## src/rtl/window_buffer_ctrl.sv

```systemverilog
// window_buffer_ctrl
// Sequences the two cascaded line FIFOs that feed a 3x3 window buffer.
// Line 0 delays the pixel stream by one row and line 1 delays line 0 by a
// further row. The block tracks the column/row position, issues FIFO
// strobes plus window shift/valid qualifiers, and drains both FIFOs once
// the last pixel of a frame is accepted.
//
// Optional build macro WINDOW_BUF_CTRL_STATS_EN adds a wrapping frame
// counter (o_frame_count) and a saturating per-frame stall counter
// (o_stall_cycles). With the macro undefined those ports do not exist.
module window_buffer_ctrl #(
  parameter int IMG_WIDTH  = 640,
  parameter int IMG_HEIGHT = 480
) (
  input  logic                          i_clk,
  input  logic                          i_reset_n,
  input  logic                          i_frame_start,
  input  logic                          i_pixel_valid,
  input  logic                          i_fifo0_full,
  input  logic                          i_fifo0_empty,
  input  logic                          i_fifo1_full,
  input  logic                          i_fifo1_empty,
  output logic                          o_fifo0_write,
  output logic                          o_fifo0_read,
  output logic                          o_fifo1_write,
  output logic                          o_fifo1_read,
  output logic                          o_shift,
  output logic                          o_window_valid,
  output logic [$clog2(IMG_WIDTH)-1:0]  o_col,
  output logic [$clog2(IMG_HEIGHT)-1:0] o_row,
  output logic                          o_busy,
  output logic                          o_frame_done,
`ifdef WINDOW_BUF_CTRL_STATS_EN
  output logic [15:0]                   o_frame_count,
  output logic [15:0]                   o_stall_cycles,
`endif
  output logic                          o_error
);

  localparam int CW = $clog2(IMG_WIDTH);
  localparam int RW = $clog2(IMG_HEIGHT);

  localparam logic [CW-1:0] COL_LAST = CW'(IMG_WIDTH - 1);
  localparam logic [RW-1:0] ROW_LAST = RW'(IMG_HEIGHT - 1);

  localparam logic [1:0] S_IDLE   = 2'd0;
  localparam logic [1:0] S_STREAM = 2'd1;
  localparam logic [1:0] S_FLUSH  = 2'd2;

  logic [1:0]    state_q, state_d;
  logic [CW-1:0] col_q, col_d;
  logic [RW-1:0] row_q, row_d;
  logic          error_q, error_d;
  logic          window_valid_q, window_valid_d;
  logic          frame_done_q, frame_done_d;

  logic          accept_s;
  logic          fifo0_write_s;
  logic          fifo0_read_s;
  logic          fifo1_write_s;
  logic          fifo1_read_s;

  // Next-state, counter and strobe decode for the three-state sequencer.
  always_comb begin
    state_d        = state_q;
    col_d          = col_q;
    row_d          = row_q;
    error_d        = error_q;
    window_valid_d = 1'b0;
    frame_done_d   = 1'b0;
    accept_s       = 1'b0;
    fifo0_write_s  = 1'b0;
    fifo0_read_s   = 1'b0;
    fifo1_write_s  = 1'b0;
    fifo1_read_s   = 1'b0;

    case (state_q)
      S_IDLE: begin
        // Pixels arriving while idle are ignored; only a start pulse matters.
        if (i_frame_start) begin
          state_d = S_STREAM;
          col_d   = '0;
          row_d   = '0;
          error_d = 1'b0;
        end else begin
          state_d = S_IDLE;
        end
      end

      S_STREAM: begin
        accept_s      = i_pixel_valid;
        fifo0_write_s = accept_s;
        // Line 0 starts emitting once a full row is stored in it.
        fifo0_read_s  = accept_s && (row_q >= RW'(1));
        fifo1_write_s = fifo0_read_s;
        fifo1_read_s  = accept_s && (row_q >= RW'(2));
        // Three rows and three columns seen => full neighbourhood next cycle.
        window_valid_d = accept_s && (row_q >= RW'(2)) && (col_q >= CW'(2));

        if (accept_s) begin
          if (col_q == COL_LAST) begin
            col_d = '0;
            if (row_q == ROW_LAST) begin
              row_d   = '0;
              state_d = S_FLUSH;
            end else begin
              row_d = row_q + RW'(1);
            end
          end else begin
            col_d = col_q + CW'(1);
          end
        end else begin
          col_d = col_q;
        end
      end

      S_FLUSH: begin
        // Drain whatever is left in each line FIFO; new pixels are ignored.
        fifo0_read_s = !i_fifo0_empty;
        fifo1_read_s = !i_fifo1_empty;
        if (i_fifo0_empty && i_fifo1_empty) begin
          state_d      = S_IDLE;
          frame_done_d = 1'b1;
        end else begin
          state_d = S_FLUSH;
        end
      end

      default: begin
        state_d = S_IDLE;
        col_d   = '0;
        row_d   = '0;
      end
    endcase

    // Writing into a full FIFO loses data: latch the condition until restart.
    if ((fifo0_write_s && i_fifo0_full) || (fifo1_write_s && i_fifo1_full)) begin
      error_d = 1'b1;
    end else begin
      error_d = error_d;
    end
  end

  // State, position counters and registered qualifiers.
  always_ff @(posedge i_clk or negedge i_reset_n) begin
    if (!i_reset_n) begin
      state_q        <= S_IDLE;
      col_q          <= '0;
      row_q          <= '0;
      error_q        <= 1'b0;
      window_valid_q <= 1'b0;
      frame_done_q   <= 1'b0;
    end else begin
      state_q        <= state_d;
      col_q          <= col_d;
      row_q          <= row_d;
      error_q        <= error_d;
      window_valid_q <= window_valid_d;
      frame_done_q   <= frame_done_d;
    end
  end

`ifdef WINDOW_BUF_CTRL_STATS_EN
  logic [15:0] frame_count_q, frame_count_d;
  logic [15:0] stall_cycles_q, stall_cycles_d;

  // Statistics next-state: wrapping frame count, saturating stall count.
  always_comb begin
    frame_count_d  = frame_count_q;
    stall_cycles_d = stall_cycles_q;
    if (frame_done_d) begin
      frame_count_d = frame_count_q + 16'd1;
    end else begin
      frame_count_d = frame_count_q;
    end
    if ((state_q == S_IDLE) && i_frame_start) begin
      stall_cycles_d = 16'd0;
    end else if ((state_q == S_STREAM) && !i_pixel_valid &&
                 (stall_cycles_q != 16'hFFFF)) begin
      stall_cycles_d = stall_cycles_q + 16'd1;
    end else begin
      stall_cycles_d = stall_cycles_q;
    end
  end

  // Statistics registers.
  always_ff @(posedge i_clk or negedge i_reset_n) begin
    if (!i_reset_n) begin
      frame_count_q  <= 16'd0;
      stall_cycles_q <= 16'd0;
    end else begin
      frame_count_q  <= frame_count_d;
      stall_cycles_q <= stall_cycles_d;
    end
  end

  assign o_frame_count  = frame_count_q;
  assign o_stall_cycles = stall_cycles_q;
`endif

  assign o_fifo0_write  = fifo0_write_s;
  assign o_fifo0_read   = fifo0_read_s;
  assign o_fifo1_write  = fifo1_write_s;
  assign o_fifo1_read   = fifo1_read_s;
  assign o_shift        = accept_s;
  assign o_window_valid = window_valid_q;
  assign o_col          = col_q;
  assign o_row          = row_q;
  assign o_busy         = (state_q != S_IDLE);
  assign o_frame_done   = frame_done_q;
  assign o_error        = error_q;

endmodule
```

## config.mk

```make
export PLATFORM = sky130hd
export DESIGN_NAME = window_buffer_ctrl
export DESIGN_NICKNAME = d
export VERILOG_FILES = /design/src/rtl/window_buffer_ctrl.sv
export SDC_FILE = /design/constraint.sdc
export NUM_CORES = 1
export LEC_CHECK = 0
export CAP_MARGIN = 20
export CORE_MARGIN = 2
export CORE_UTILIZATION = 45
export DETAILED_ROUTE_END_ITERATION = 8
export GPL_TIMING_DRIVEN = 0
export PLACE_DENSITY = 0.78
export SETUP_SLACK_MARGIN = 0.5
export SYNTH_ARGS = -nofsm -noshare
export SYNTH_HDL_FRONTEND = slang
export SYNTH_SLANG_ARGS = --single-unit
```

## constraint.sdc

```tcl
create_clock -name i_clk -period 6.1 [get_ports i_clk]
set_input_delay 1.22 -clock i_clk [delete_from_list [all_inputs] [get_ports i_clk]]
set_output_delay 1.22 -clock i_clk [all_outputs]
set_load 0.03 [all_outputs]
```

**Word-level counts from Yosys, hierarchy flattened**

Index checks and enable logic that the tools add are counted.

- ROM bits: 0
- Output and inout port bits: 28
- Latch bits: 0
- Memories kept: 0
- Memory bits (writable): 0
- Input port bits: 8
- Flip-flop bits (word level): 24
- Word-level logic and storage cells: 62

- $add $sub $neg: 2
- Divide/modulo/power cells: 0
- Multipliers: 0
- Bitwise operators: 1
- Shift operators: 0
- Muxes and demuxes: 25
- Reduce and logical (&&, ||, !) cells: 17
- Eq/ne operators: 8
- $lt $le $gt $ge: 3

Operator list:

| operator | number |
|---|---|
| 9-bit 2-to-1 mux | 4 |
| 10-bit 2-to-1 mux | 3 |
| 10-bit case mux with 3 select lines | 1 |
| 9-bit case mux with 3 select lines | 1 |
| 10-bit by 1-bit adder with 10-bit output, second input constant | 1 |
| 10-bit == test, second input constant | 1 |
| 10-bit by 2-bit greater-or-equal comparator with 1-bit output, second input constant | 1 |
| 9-bit by 1-bit adder with 9-bit output, second input constant | 1 |
| 9-bit == test, second input constant | 1 |
| 9-bit by 1-bit greater-or-equal comparator with 1-bit output, second input constant | 1 |
| 9-bit by 2-bit greater-or-equal comparator with 1-bit output, second input constant | 1 |
| 1-bit 2-to-1 mux | 9 |
| 2-bit 2-to-1 mux | 4 |
| 2-bit inequality test, second input constant | 4 |
| 1-bit logical AND | 6 |
| 2-bit case mux with 3 select lines | 1 |
| 3-bit AND reduction | 2 |
| 2-bit nonzero test | 3 |
| 1-bit case mux with 2 select lines | 2 |
| 4-bit AND reduction | 1 |
| 2-bit by 1-bit == test with 1-bit output, second input constant | 1 |
| 2-bit == test, second input constant | 1 |
| 1-bit logical NOT | 2 |
| 2-bit logical NOT | 1 |
| 3 further kinds | 3 |

**Logic depth before layout (Yosys ltp)**

- Depth after elaboration: 7
- Depth in mapped cells: 7
- Mapped depth without buffers: 7

**Worst setup path after synthesis**

No wires, ideal clock.

- Path kind: input to output
- From: in i_pixel_valid
- To: out o_fifo1_read
- Arrival time: 2.471 ns
- Slack: 2.409 ns
- Cell stages on the path: 3
- Cell sequence: and2_1 o21ai_0 a21boi_0

- Cells in the longest elaborated chain, start to end: 2

Ends and longest elaborated chain:

| what | RTL line | text |
|---|---|---|
| start: declaration | 18 | `input logic i_pixel_valid,` |
| 1-bit logical AND | 96 | `fifo1_read_s = accept_s && (row_q >= RW'(2));` |
| 1-bit case mux with 2 select lines | 77 | `case (state_q)` |
| end: declaration | 26 | `output logic o_fifo1_read,` |

Every way passes these cells.

**Worst setup path in the final report**

Same ends and word-level chain as after synthesis.

==> results_dict.tcl <==
set metrics [dict create \
    status "finished clean" \
    clock-root-buffer "clkbuf_4" \
    reg2regPathDepth 7 \
    p_clk_share_pct 17.3 \
    overflow 0 \
    drv_slew 0 \
    dpl_cell_area_mm2 0.00187 \
    area_growth_pct 33.2 \
    cellLeakagePower_nw 0.803 \
    ys_ff_latch 24 \
    finalWirelength_um 3470 \
    switching_share_pct 43.5 \
    tns_ps 0 \
    grt_util_met2_pct 34.1 \
    clk_pin_slew_ps 120 \
    post_cts_buffers 0 \
    power.density_mw_per_mm2 345 \
    synth_area_leaders "dfrtp_1, ha_1, nor2_1, xnor2_1, nand2_1" \
    worst_setup_path_start_kind "input pin" \
    tightest_slew_ps 848 \
    drtIter0Drc 54 \
    placedCellCount 237 \
    layout_worst_path_cycle_share_pct 70.8 \
    drive_above_1_share_pct 6.57 \
    via_count 1329 \
    cts_buffers 3 \
    dr.pass1.iters 4 \
    fp.dieW_um 61.0 \
    grt_antenna_before_repair 0 \
    seqPwrFrac_pct 31.6 \
    finalCoreUtilization_pct 63.2 \
    die_area_mm2 0.00372 \
    n_fill_cell 257 \
    viasPerCell 5.49 \
    clockBufferDepth 2 \
    insertion_delay_ps 330 \
    finalSetupViolCount 0 \
    p_int_mw 0.379 \
    io_buffer_count 35 \
    finalClockSkew_ps 12.1 \
    nets 215 \
    cap_violations 0 \
    core_area_mm2 0.00308 \
    cp.arrival_ps 3100 \
    fmax_mhz 231 \
    start_util_pct 47.4 \
    synthCells 158 \
    cts_tree "built" \
    syn_avg_cell_area_um2 9.24 \
    num_rows 20 \
    ir_drop_uv 193 \
    h-tree-depth 1 \
    finalHoldViolations 0 \
    grt_usage_pct 20.6 \
    yosysSeqAreaShare_pct 41.1 \
    min_period_ps 4320 \
    async_reset_ff_share_pct 100 \
    endpoint_kind "output pin" \
    path_class "in2out" \
    grt_pass1_vias 1252 \
    yosys_warnings 0 \
    rsz0062_at_grt "false" \
    maxSlewHeadroom_pct 43.0 \
    netlist.area_leader.share_pct 41.1 \
    netlist_area_mm2 0.00146 \
    whs_ps 520 \
    dp_hpwl_um 2650 \
    cts_resized 0 \
    min_path_cells 1 \
    drc 0 \
    die_y_um 61.0 \
    path_max_fanout 5 \
    synth_edf_count 0 \
    hp-class "reg2reg" \
    stdcell_count 242 \
    place_congestion 0.890 \
    power_frac_comb_pct 51.1 \
    grt_util_met1_pct 27.6 \
    critPathRequiredTime_ps 4880 \
    io_pins 36 \
    postRouteAntennaNets 0 \
    wl_per_cell_um 14.3 \
    clock-sinks 24 \
    ctsHoldBuffers 0 \
    syn_nets 174 \
    top_usage_layer "met2" \
    antenna_cells 0 \
    synth_largest_area_cell "dfrtp_1" \
    grt_pass1_wl_um 5650 \
    switching_power_mw 0.292 \
    synth_top_flop_cell "dfrtp_1" \
    final_area_mm2 0.00195 \
    grt_max_degree 25 \
    grt_util_met3_pct 1.49 \
    synthDistinctLibCells 38 \
]
state kept, by name (all words and copies together), names as in the netlist:
register        cells
state_q             2
o_col              10
o_row               9
o_error             1
o_frame_done        1
o_window_valid      1
placed cells by master, fill, tap and decap left out, types with 2 or more instances in the layout:
cell type,count
o21ai_0,6
xor2_1,4
and2_1,3
a21o_1,3
or2_2,2
a211oi_1,4
nor2_1,17
nand3_1,4
clkdlybuf4s50_1,35
a21oi_1,5
nor2b_1,3
mux2i_1,2
nand2b_1,3
nand2_1,12
nand4_1,5
and3_1,2
inv_1,11
or3_1,5
nand3_2,2
a31oi_1,2
clkbuf_4,3
nor3_1,3
dfrtp_1,24
ha_1,8
nor4_1,6
xnor2_1,7
o31ai_1,2
cells by family (layout without fill, tap and decap cells):
family,count (synthesis),count (layout),synth area share (%)
flip-flops,24,24,41.1
multiplexers,2,2,1.37
AO/OA/AOI/OAI,29,29,14.4
buffers and inverters,15,55,4.71
adder cells (fa/ha/maj),8,8,6.86
AND/OR/NAND/NOR,69,69,24.9
XOR/XNOR,11,11,6.60
through the flow:
stage,power [mW],setup slack (ps)
6_report,0.671,1780
5_1_grt,0.717,1740
4_1_cts,0.673,1820
3_5_place_dp,0.553,1820
3_3_place_gp,0.541,1820
2_1_floorplan,0.434,2410
layout make-up:
type,count,area [um^2],area share [%]
multi-input cells,119,791,40.6
inverters,11,41.3,2.12
plain buffers,4,27.5,1.41
clock inverters,1,30.0,1.54
well taps,44,55.1,2.83
repair buffers,36,378,19.4
flip-flops and latches,24,601,30.9
clock buffers,3,22.5,1.16
Yosys cell counts (all sizes together), types with 4 or more instances:
cell	number
ha	8
xnor2	7
nand3	6
a21oi	5
dfrtp	24
nor4	6
o21ai	6
inv	11
xor2	4
nand4	5
nand2	12
or3	5
nor2	17
a211oi	4
worst max-delay path: stages:
cell	delay (ps)
clkdlybuf4s50_1	520
and2_1	250
o21ai_0	210
a21boi_0	220
clkdlybuf4s50_1	690
power groups by stage:
stage               Combinational, mW  Sequential (mW)  Clock [mW]
finish                          0.343            0.212       0.116
global route                    0.376            0.215       0.126
CTS                             0.342            0.211       0.120
detailed placement              0.339            0.214           0
global placement                0.330            0.211           0
floorplan                       0.196            0.238           0
routing by layer:
metal / share of wire, % / vias to the layer above
met4: 2.2 / 0
met1: 44 / 647
met2: 49 / 42
li1: - / 633
met5: 0 / -
met3: 5.0 / 7
worst paths after layout:
kind | from | end | slack [ps]
max in group asynchronous | i_reset_n | o_row[3] | 4450
worst max register to register | state_q[0] | o_col[0] | 3780
min in group asynchronous | i_reset_n | o_frame_done | 1190
worst min-delay path | o_error | o_error | 520
worst min register to register | o_error | o_error | 520
worst max-delay path | i_pixel_valid | o_fifo1_read | 1780
Power figures use the tool's default switching activity.
